### src/rtl/tval_segmenter_if.sv
// Bus between the T-value segmenter and its neighbours (sample source upstream,
// formant phi stage downstream).
//   frame_start/segment_ends : frame request and per-segment inclusive end indices
//   sample_in/sample_valid   : signed sample stream, one sample per cycle at most
//   frame_ready              : segmenter idle, a frame request will be taken
//   T_vals                   : lag-product running sums, one word per lag
//   output_start             : pulse opening a frame toward phi
//   output_valid             : pulse per T beat
//   frame_done/frame_err     : frame close pulse, error when beats were missing
// Modports: master drives the requests/samples, slave is the segmenter.
interface tval_segmenter_if #(
   parameter int BIT_WIDTH    = 32,
   parameter int SAMPLE_WIDTH = 16,
   parameter int I            = 160,
   parameter int FORMANTS     = 5,
   parameter int NU_VALUES    = 3
);
   localparam int IDX_W = $clog2(I);

   logic                                   frame_start;
   logic [FORMANTS-1:0][IDX_W-1:0]         segment_ends;
   logic signed [SAMPLE_WIDTH-1:0]         sample_in;
   logic                                   sample_valid;
   logic                                   frame_ready;
   logic [NU_VALUES-1:0][BIT_WIDTH-1:0]    T_vals;
   logic                                   output_start;
   logic                                   output_valid;
   logic                                   frame_done;
   logic                                   frame_err;

   modport master (
      output frame_start, segment_ends, sample_in, sample_valid,
      input  frame_ready, T_vals, output_start, output_valid, frame_done, frame_err
   );

   modport slave (
      input  frame_start, segment_ends, sample_in, sample_valid,
      output frame_ready, T_vals, output_start, output_valid, frame_done, frame_err
   );
endinterface

### src/rtl/tval_segmenter.sv
// Segments one analysis frame into FORMANTS pieces and emits, at the end of each
// piece, the cumulative lagged-product sums sum(x[n]*x[n-nu]) for nu = 0..NU_VALUES-1.
// Ports:
//   clk_in : system clock
//   rst_in : asynchronous active-high reset, aborts any frame in progress
//   bus    : tval_segmenter_if slave modport (requests, samples, T beats, status)
// Datapath: accept -> _p1 (full-width products) -> _p2 (accumulate, T beat).
module tval_segmenter #(
   parameter int BIT_WIDTH    = 32,
   parameter int SAMPLE_WIDTH = 16,
   parameter int I            = 160,
   parameter int FORMANTS     = 5,
   parameter int NU_VALUES    = 3
) (
   input  logic              clk_in,
   input  logic              rst_in,
   tval_segmenter_if.slave   bus
);
   localparam int IDX_W = $clog2(I);
   localparam int K_W   = $clog2(FORMANTS + 1);
   localparam int PW    = 2 * SAMPLE_WIDTH;
   localparam int H     = NU_VALUES - 1;   // history depth, NU_VALUES >= 2
   localparam logic [IDX_W-1:0] N_LAST = IDX_W'(I - 1);
   localparam logic [K_W-1:0]   K_MAX  = K_W'(FORMANTS);

   typedef enum logic [1:0] {IDLE, ACCUM, DRAIN} state_t;

   state_t                            state, state_nx;
   logic [FORMANTS-1:0][IDX_W-1:0]    ends_q;
   logic [IDX_W-1:0]                  n_q, cur_end;
   logic [K_W-1:0]                    k_q;
   logic                              drain_q, start_q;
   logic                              accept, start_acc, last_smp, hit;
   logic                              ready_c, done_c, err_c;
   logic signed [SAMPLE_WIDTH-1:0]    hist_q [H];
   logic signed [PW-1:0]              prod_p1 [NU_VALUES];
   logic                              vld_p1, beat_p1, vld_p2;
   logic signed [BIT_WIDTH-1:0]       acc_q  [NU_VALUES];
   logic signed [BIT_WIDTH-1:0]       acc_nx [NU_VALUES];
   logic [NU_VALUES-1:0][BIT_WIDTH-1:0] tvals_p2;

   // Full-precision signed product of two samples.
   function automatic logic signed [PW-1:0] mul(input logic signed [SAMPLE_WIDTH-1:0] a,
                                                input logic signed [SAMPLE_WIDTH-1:0] b);
      return $signed({{SAMPLE_WIDTH{a[SAMPLE_WIDTH-1]}}, a}) *
             $signed({{SAMPLE_WIDTH{b[SAMPLE_WIDTH-1]}}, b});
   endfunction

   // Product to accumulator width: sign-extend or drop high bits, sums wrap.
   function automatic logic signed [BIT_WIDTH-1:0] to_acc(input logic signed [PW-1:0] p);
      return BIT_WIDTH'(p);
   endfunction

   assign start_acc = (state == IDLE) && bus.frame_start;
   assign accept    = (state == ACCUM) && bus.sample_valid;
   assign last_smp  = accept && (n_q == N_LAST);

   // Only the boundary of the current beat is ever compared, so a repeated or
   // already-passed end index can never fire.
   always_comb begin
      cur_end = '0;
      for (int f = 0; f < FORMANTS; f++)
         if (K_W'(f) == k_q) cur_end = ends_q[f];
   end
   assign hit = accept && (k_q != K_MAX) && (n_q == cur_end);

   always_ff @(posedge clk_in or posedge rst_in) begin
      if (rst_in) state <= IDLE;
      else        state <= state_nx;
   end

   always_comb begin
      state_nx = state;
      ready_c  = 1'b0;
      done_c   = 1'b0;
      err_c    = 1'b0;
      case (state)
         IDLE: begin
            ready_c = 1'b1;
            if (bus.frame_start) state_nx = ACCUM;
         end
         ACCUM: if (last_smp) state_nx = DRAIN;
         DRAIN: begin
            // Second drain cycle: the last sample's stage 2 retires this cycle.
            if (drain_q) begin
               done_c   = 1'b1;
               err_c    = (k_q != K_MAX);
               state_nx = IDLE;
            end
         end
         default: state_nx = IDLE;
      endcase
   end

   always_ff @(posedge clk_in or posedge rst_in) begin
      if (rst_in) begin
         ends_q  <= '0;
         n_q     <= '0;
         k_q     <= '0;
         drain_q <= 1'b0;
         start_q <= 1'b0;
         vld_p1  <= 1'b0;
         beat_p1 <= 1'b0;
         vld_p2  <= 1'b0;
      end else begin
         start_q <= start_acc;
         drain_q <= (state == DRAIN);
         if (start_acc) begin
            ends_q <= bus.segment_ends;
            n_q    <= '0;
            k_q    <= '0;
         end else if (accept) begin
            n_q <= n_q + 1'b1;
            if (hit) k_q <= k_q + 1'b1;
         end
         vld_p1 <= accept;
         beat_p1 <= hit;
         vld_p2 <= vld_p1 && beat_p1;
      end
   end

   always_comb begin
      for (int nu = 0; nu < NU_VALUES; nu++)
         acc_nx[nu] = acc_q[nu] + to_acc(prod_p1[nu]);
   end

   always_ff @(posedge clk_in or posedge rst_in) begin
      if (rst_in) begin
         for (int j = 0; j < H; j++) hist_q[j] <= '0;
         for (int nu = 0; nu < NU_VALUES; nu++) begin
            prod_p1[nu] <= '0;
            acc_q[nu]   <= '0;
         end
         tvals_p2 <= '0;
      end else begin
         // Stage _p1: lag history shift and full-width products.
         if (start_acc) begin
            for (int j = 0; j < H; j++) hist_q[j] <= '0;
         end else if (accept) begin
            hist_q[0] <= bus.sample_in;
            for (int j = 1; j < H; j++) hist_q[j] <= hist_q[j-1];
         end
         if (accept) begin
            prod_p1[0] <= mul(bus.sample_in, bus.sample_in);
            for (int nu = 1; nu < NU_VALUES; nu++)
               prod_p1[nu] <= mul(bus.sample_in, hist_q[nu-1]);
         end
         // Stage _p2: accumulate, publish T values on a boundary.
         if (start_acc) begin
            for (int nu = 0; nu < NU_VALUES; nu++) acc_q[nu] <= '0;
         end else if (vld_p1) begin
            for (int nu = 0; nu < NU_VALUES; nu++) acc_q[nu] <= acc_nx[nu];
            if (beat_p1)
               for (int nu = 0; nu < NU_VALUES; nu++) tvals_p2[nu] <= acc_nx[nu];
         end
      end
   end

   assign bus.frame_ready  = ready_c;
   assign bus.frame_done   = done_c;
   assign bus.frame_err    = err_c;
   assign bus.output_start = start_q;
   assign bus.output_valid = vld_p2;
   assign bus.T_vals       = tvals_p2;
endmodule

### src/flat_wrapper.sv
// flat-port wrapper written by rule: the top's interface ports become plain ports
module tval_segmenter_flat 
#(
   parameter int BIT_WIDTH    = 32,
   parameter int SAMPLE_WIDTH = 16,
   parameter int I            = 160,
   parameter int FORMANTS     = 5,
   parameter int NU_VALUES    = 3
)
  (clk_in, rst_in, bus_frame_start, bus_segment_ends, bus_sample_in, bus_sample_valid, bus_frame_ready, bus_T_vals, bus_output_start, bus_output_valid, bus_frame_done, bus_frame_err);
  tval_segmenter_if #(.BIT_WIDTH(BIT_WIDTH), .SAMPLE_WIDTH(SAMPLE_WIDTH), .I(I), .FORMANTS(FORMANTS), .NU_VALUES(NU_VALUES)) bus_i ();
  input  logic clk_in;
  input  logic rst_in;
  input wire logic [$bits(bus_i.frame_start)-1:0] bus_frame_start;
  input wire logic [$bits(bus_i.segment_ends)-1:0] bus_segment_ends;
  input wire logic [$bits(bus_i.sample_in)-1:0] bus_sample_in;
  input wire logic [$bits(bus_i.sample_valid)-1:0] bus_sample_valid;
  output wire logic [$bits(bus_i.frame_ready)-1:0] bus_frame_ready;
  output wire logic [$bits(bus_i.T_vals)-1:0] bus_T_vals;
  output wire logic [$bits(bus_i.output_start)-1:0] bus_output_start;
  output wire logic [$bits(bus_i.output_valid)-1:0] bus_output_valid;
  output wire logic [$bits(bus_i.frame_done)-1:0] bus_frame_done;
  output wire logic [$bits(bus_i.frame_err)-1:0] bus_frame_err;
  assign bus_i.frame_start = bus_frame_start;
  assign bus_i.segment_ends = bus_segment_ends;
  assign bus_i.sample_in = bus_sample_in;
  assign bus_i.sample_valid = bus_sample_valid;
  assign bus_frame_ready = bus_i.frame_ready;
  assign bus_T_vals = bus_i.T_vals;
  assign bus_output_start = bus_i.output_start;
  assign bus_output_valid = bus_i.output_valid;
  assign bus_frame_done = bus_i.frame_done;
  assign bus_frame_err = bus_i.frame_err;
  tval_segmenter #(.BIT_WIDTH(BIT_WIDTH), .SAMPLE_WIDTH(SAMPLE_WIDTH), .I(I), .FORMANTS(FORMANTS), .NU_VALUES(NU_VALUES)) u_core (.clk_in(clk_in), .rst_in(rst_in), .bus(bus_i));
endmodule
### config.mk
export PLATFORM = sky130hd
export DESIGN_NAME = tval_segmenter_flat
export DESIGN_NICKNAME = d
export VERILOG_FILES = /design/src/rtl/tval_segmenter_if.sv /design/src/rtl/tval_segmenter.sv /design/src/flat_wrapper.sv
export SDC_FILE = /design/constraint.sdc
export NUM_CORES = 2
export LEC_CHECK = 0
export ABC_CLOCK_PERIOD_IN_PS = 17100
export BUFFER_PORTS_ARGS = -buffer_cell sky130_fd_sc_hd__buf_2
export CAP_MARGIN = 25
export CORE_MARGIN = 4
export CORE_UTILIZATION = 65
export CTS_BUF_LIST = sky130_fd_sc_hd__clkbuf_4 sky130_fd_sc_hd__clkbuf_8
export CTS_CLUSTER_SIZE = 10
export DETAILED_ROUTE_END_ITERATION = 10
export PLACE_DENSITY_LB_ADDON = 0.08
export SLEW_MARGIN = 10
export SYNTH_ARGS = -nofsm -noshare
export SYNTH_HDL_FRONTEND = slang
export SYNTH_SLANG_ARGS = --single-unit
### constraint.sdc
create_clock -name clk_in -period 17.1 [get_ports clk_in]
set_input_delay 2.565 -clock clk_in [delete_from_list [all_inputs] [get_ports clk_in]]
set_output_delay 2.565 -clock clk_in [all_outputs]
set_load 0.1 [all_outputs]
### Word level (Yosys, flattened, before mapping)

Index checks and enable logic that the tools add are counted.

| operators by class | value |
|---|---|
| add/sub/neg operators | 5 |
| $mul | 3 |
| equal/unequal tests | 12 |
| muxes and demuxes | 23 |
| bitwise operators | 1 |
| reduce and logical (&&, ||, !) cells | 14 |

Operator list:

| kind | number |
|---|---|
| $mux 96 | 2 |
| $add 32x32->32 | 3 |
| $mul 16x16->32 | 3 |
| $mux 32 | 2 |
| $mux 8 | 7 |
| $mux 3 | 3 |
| $add 8x1->8 const B | 1 |
| $eq 8x8->1 | 1 |
| $eq 8x8->1 const B | 1 |
| $eq 2x3->1 const A | 2 |
| $logic_and 1x1->1 | 6 |
| $mux 2 | 3 |
| $pmux 2 s3 | 1 |
| $reduce_and 3->1 | 2 |
| $reduce_bool 2->1 | 3 |
| $mux 1 | 5 |
| $ne 2x1->1 const B | 2 |
| $add 3x1->3 const B | 1 |
| $eq 1x3->1 const A | 1 |
| $eq 3x3->1 const A | 1 |
| $logic_not 3->1 | 1 |
| $ne 3x3->1 const B | 1 |
| $eq 2x1->1 const B | 1 |
| $eq 2x2->1 const B | 1 |
| other kinds (4) | 4 |

| storage, ports and cells | value |
|---|---|
| register bits | 378 |
| input port bits | 60 |
| output and inout bits | 101 |
| word-level logic and storage cells | 82 |

### Longest topological paths before layout

| depth | value |
|---|---|
| depth after elaboration | 11 |
| mapped depth | 27 |

### Worst setup path before layout

OpenSTA, ideal clock, no wires.

| timing path | value |
|---|---|
| path kind | input to register |
| from | input port bus_sample_in[14] |
| to | register u_core.prod_p1[28] (netlist name) |
| setup time | 135 ps |
| data arrival time | 8532 ps |
| data required time | 16965 ps |
| setup slack | 8434 ps |
| stages on the path | 25 |
| path buffers | 4 |
| cells stage by stage | clkbuf_1 > clkbuf_1 > clkbuf_1 > nand2_1 > fa_1 > fa_1 > fa_1 > inv_1 > fa_1 > fa_1 > inv_1 > fa_1 > inv_1 > ha_1 > clkbuf_1 > a21o_1 > a21oi_1 > o21ai_1 > a21o_1 > a2111o_1 > o211ai_1 > a21boi_1 > o21ai_1 > mux2i_1 > o31ai_1 |

| between the ends | value |
|---|---|
| cells in the longest elaborated chain, start to end | 1 |

Ends and longest elaborated chain:

| element | RTL line | source |
|---|---|---|
| from (decl) | flat_wrapper.sv:16 | `input wire logic [$bits(bus_i.sample_in)-1:0] bus_sample_in;` |
| $mul 16x16->32 | tval_segmenter.sv:45 | `return $signed({{SAMPLE_WIDTH{a[SAMPLE_WIDTH-1]}}, a}) *` |
| to (signal, indexed assignment) | tval_segmenter.sv:146 | `prod_p1[nu] <= mul(bus.sample_in, hist_q[nu-1]);` |
| to (decl) | tval_segmenter.sv:36 | `logic signed [PW-1:0] prod_p1 [NU_VALUES];` |

No other way between the ends.
A chain may end at the register's enable or synchronous reset.

### Worst setup path after layout

| timing path | value |
|---|---|
| from | input port bus_sample_in[12] |
| to | register u_core.prod_p1[93] (netlist name) |

Same word-level chain as after synthesis.

==> flow_metrics.env <==
export IMPL_status="finished clean"
export IMPL_synthTopCellsByArea="fa_1 (32%), dfrtp_1 (20%), ha_1 (9.2%), inv_1 (7.5%), nand2_1 (6.9%)"
export IMPL_netlist_cell_type_count=98
export IMPL_synth_top_area_share_pct=31.9
export IMPL_boundaryPins=161
export IMPL_die_h_microns=279
export IMPL_gr_total_overflow=0
export IMPL_hold_viol=0
export IMPL_finalSetupViolCount=0
export IMPL_grt_pass1_wl_mm=191
export IMPL_min_from="u_core.state[0]"
export IMPL_wirelength_mm=114
export IMPL_min_period_ns=8.81
export IMPL_clock_fmax_mhz=113
export IMPL_setup_tns_ns=0
export IMPL_ys_warn_count=0
export IMPL_r2r_end="u_core.prod_p1[61]"
export IMPL_critPathMaxStageDelay_ns=0.60
export IMPL_path_cells="buf_2 -> clkinv_1 -> nor2_1 -> ha_1 -> xor2_1 -> fa_1 -> fa_1 -> inv_1 -> fa_1 -> fa_1 -> inv_1 -> fa_1 -> inv_1 -> ha_1 -> nand4_1 -> or3_1 -> o31ai_1 -> o311ai_2 -> a21oi_1 -> o21a_1 -> o21a_1 -> nor3_1 -> o31ai_1"
export IMPL_hold_worst_slack_ns=0.464
export IMPL_cts_resized=0
export IMPL_drtIter0Drc=2362
export IMPL_reg2reg_from="u_core.hist_q[17]"
export IMPL_ys_ff_latch=377
export IMPL_cts_buffer_depth=3
export IMPL_tightest_slew_ns=1.04
export IMPL_crit_path_end_kind="flip-flop"
export IMPL_clkTransAtPathRegs_ns=0.06
export IMPL_cts_setup_buffers=0
export IMPL_async_flop_share_pct=100
export IMPL_clock_sinks=377
export IMPL_fillers=5863
export IMPL_synthFlopType="dfrtp_1"
export IMPL_final_cell_mix="inv_1 (945), nand2_1 (873), fa_1 (760)"
export IMPL_layout_commonest_cell="inv_1"
export IMPL_drc=0
export IMPL_core_rowCount=99
export IMPL_fin_ws_ns=8.29
export IMPL_syn2layout_area_growth_pct=6.22
export IMPL_cts_made_buffers=67
export IMPL_first_pass_iters=5
export IMPL_crit_required_ns=17.65
export IMPL_finClkSkew_ns=0.0313
export IMPL_detail_route_vias_per_cell=5.61
export IMPL_maxCapViolCount=0
export IMPL_antenna_left=0
export IMPL_hold_end="u_core.drain_q"
export IMPL_worst_path_max_fanout=16
export IMPL_core_area_sq_um=72800
export IMPL_postSynthNetCount=6381
export IMPL_start_util_pct=65.5
export IMPL_yosysTopAreaCell="fa_1"
export IMPL_dp_hpwl_mm=85.6
export IMPL_insertion_delay_ns=0.65
export IMPL_grt_max_degree=134
export IMPL_gp_congestion=0.877
export IMPL_ys_seq_area_share_pct=19.8
export IMPL_synth_edf_count=0
export IMPL_die_width_microns=279
export IMPL_dieArea_sq_um=77800
export IMPL_place_ws_ns=7.66
export IMPL_worstHoldPathCells=1
export IMPL_rr_worst_depth=20
export IMPL_cts_hold_fix_buffers=0
export IMPL_wl_per_cell_microns=18.2
export IMPL_htreeDepth=3
export IMPL_grt_antenna_before_repair=2
export IMPL_drv_slew=0
export IMPL_path_common_cell="fa_1"
export IMPL_min_path_type="flip-flop to flip-flop"
export IMPL_vias=35200
export IMPL_finalCritPeriodShare_pct=51.5
export IMPL_syn_area_sq_um=47700
export IMPL_drive_gt1_share_pct=7.10
export IMPL_r2r_setup_slack_ns=10.19
export IMPL_port_buffers=160
export IMPL_grt_pass1_vias=36300
export IMPL_synth_avg_cell_area_sq_um=9.15
export IMPL_cts_tree="built"
export IMPL_arrival_ns=9.36
export IMPL_crit_type="input pin to flip-flop"
export IMPL_synth_cells=5212
export IMPL_setup_worst_path_start_class="input pin"
export IMPL_grt_setup_unrepaired="no"
export IMPL_track_usage_pct=30.4
export IMPL_cts_root_buf="clkbuf_8"
export IMPL_slew_headroom_pct=30.7
export IMPL_nets=6423
export IMPL_cp_slowest_cell="clkinv_1"
-- metrics by stage --
stage                     instances  cell area [sq um]  util, %
after floorplan                5212              47700        -
after global placement         6141              49100     67.4
after detailed placement       6142              49100     67.4
after CTS                      6264              50600     69.5
after global routing           6267              50700     69.6
final                          6267              50700     69.6
-- kinds of logic after synthesis --
family          Yosys count  share of synthesized area, %
simple gates           1632                          15.6
buf+inv                1171                          9.32
fa+ha+maj              1109                          41.1
compound gates          643                          8.88
flops                   377                          19.8
xor+xnor                201                          3.69
mux                      79                          1.67
-- critical path: cells and delay by family --
kind | cells | cell delay [ns]
adders and majority gates | 7 | 3.13
AOI/OAI and AO/OA | 6 | 1.36
buffers and inverters | 5 | 1.18
and+or+nand+nor | 4 | 0.93
xor gates and xnor gates | 1 | 0.19
-- Yosys cell counts, types with 4 or more instances --
cell      number
inv_1        948
nand2_1      875
fa_1         760
dfrtp_1      377
ha_1         349
and2_1       302
nor2_1       229
clkbuf_1     195
o21ai_0      187
a21oi_1      133
xnor2_1      126
xor2_1        75
mux2i_1       74
a21o_1        56
nor3_1        40
nand3_1       35
a211oi_1      32
o31ai_1       31
nand2b_1      28
o21a_1        28
a22o_1        25
and3_1        25
nor2b_1       24
buf_1         19
or3_1         16
nand4_1       15
a31oi_1       13
o21ai_1       13
o21bai_1      13
a31o_2        10
nor3b_1        9
o211ai_1       9
a22oi_1        8
o22ai_1        8
a222oi_1       7
a21boi_0       6
a221o_1        6
or2_2          6
a21boi_1       5
mux2_2         5
o31a_1         5
nand4b_1       4
-- per-layer routing --
layer  vias up  global-route usage (%)  wire [microns]
met4         2                    8.20            2780
met2      1154                    47.2           52000
li1      16200                       -               -
met1     17600                    45.8           51300
met3       172                    4.16            8050
met5         -                       0              12
-- flip-flops by register name (all words and copies together) (netlist names), 2 cells and up --
register / count
u_core.acc_q: 96
u_core.n_q: 8
u_core.state: 2
u_core.hist_q: 32
u_core.bus.T_vals: 96
u_core.k_q: 3
u_core.prod_p1: 95
u_core.ends_q: 40
-- how the worst max path moves through the flow --
stage               slack, ns                  to  depth (start not counted)               from
finish                   8.29  u_core.prod_p1[93]                         23  bus_sample_in[12]
global route             7.84  u_core.prod_p1[93]                         23  bus_sample_in[12]
CTS                      8.34  u_core.prod_p1[93]                         23  bus_sample_in[12]
detailed placement       7.66  u_core.prod_p1[93]                         23  bus_sample_in[12]
global placement         7.69  u_core.prod_p1[93]                         23  bus_sample_in[12]
floorplan                4.06     u_core.acc_q[0]                          1             rst_in
-- cell type report --
class,count,area [sq um],share of cell area [%]
antenna,1,2.50,0.00494
clock buffer,100,1270,2.51
clock inverter,22,246,0.487
inverter,949,3570,7.05
multi-input combinational,3664,33800,66.8
sequential,377,9440,18.6
tap,959,1200,2.37
timing repair buffer,195,1100,2.17
Power is not shown: default switching activity piles up to over one toggle a cycle in this logic, so the estimate is an artifact.
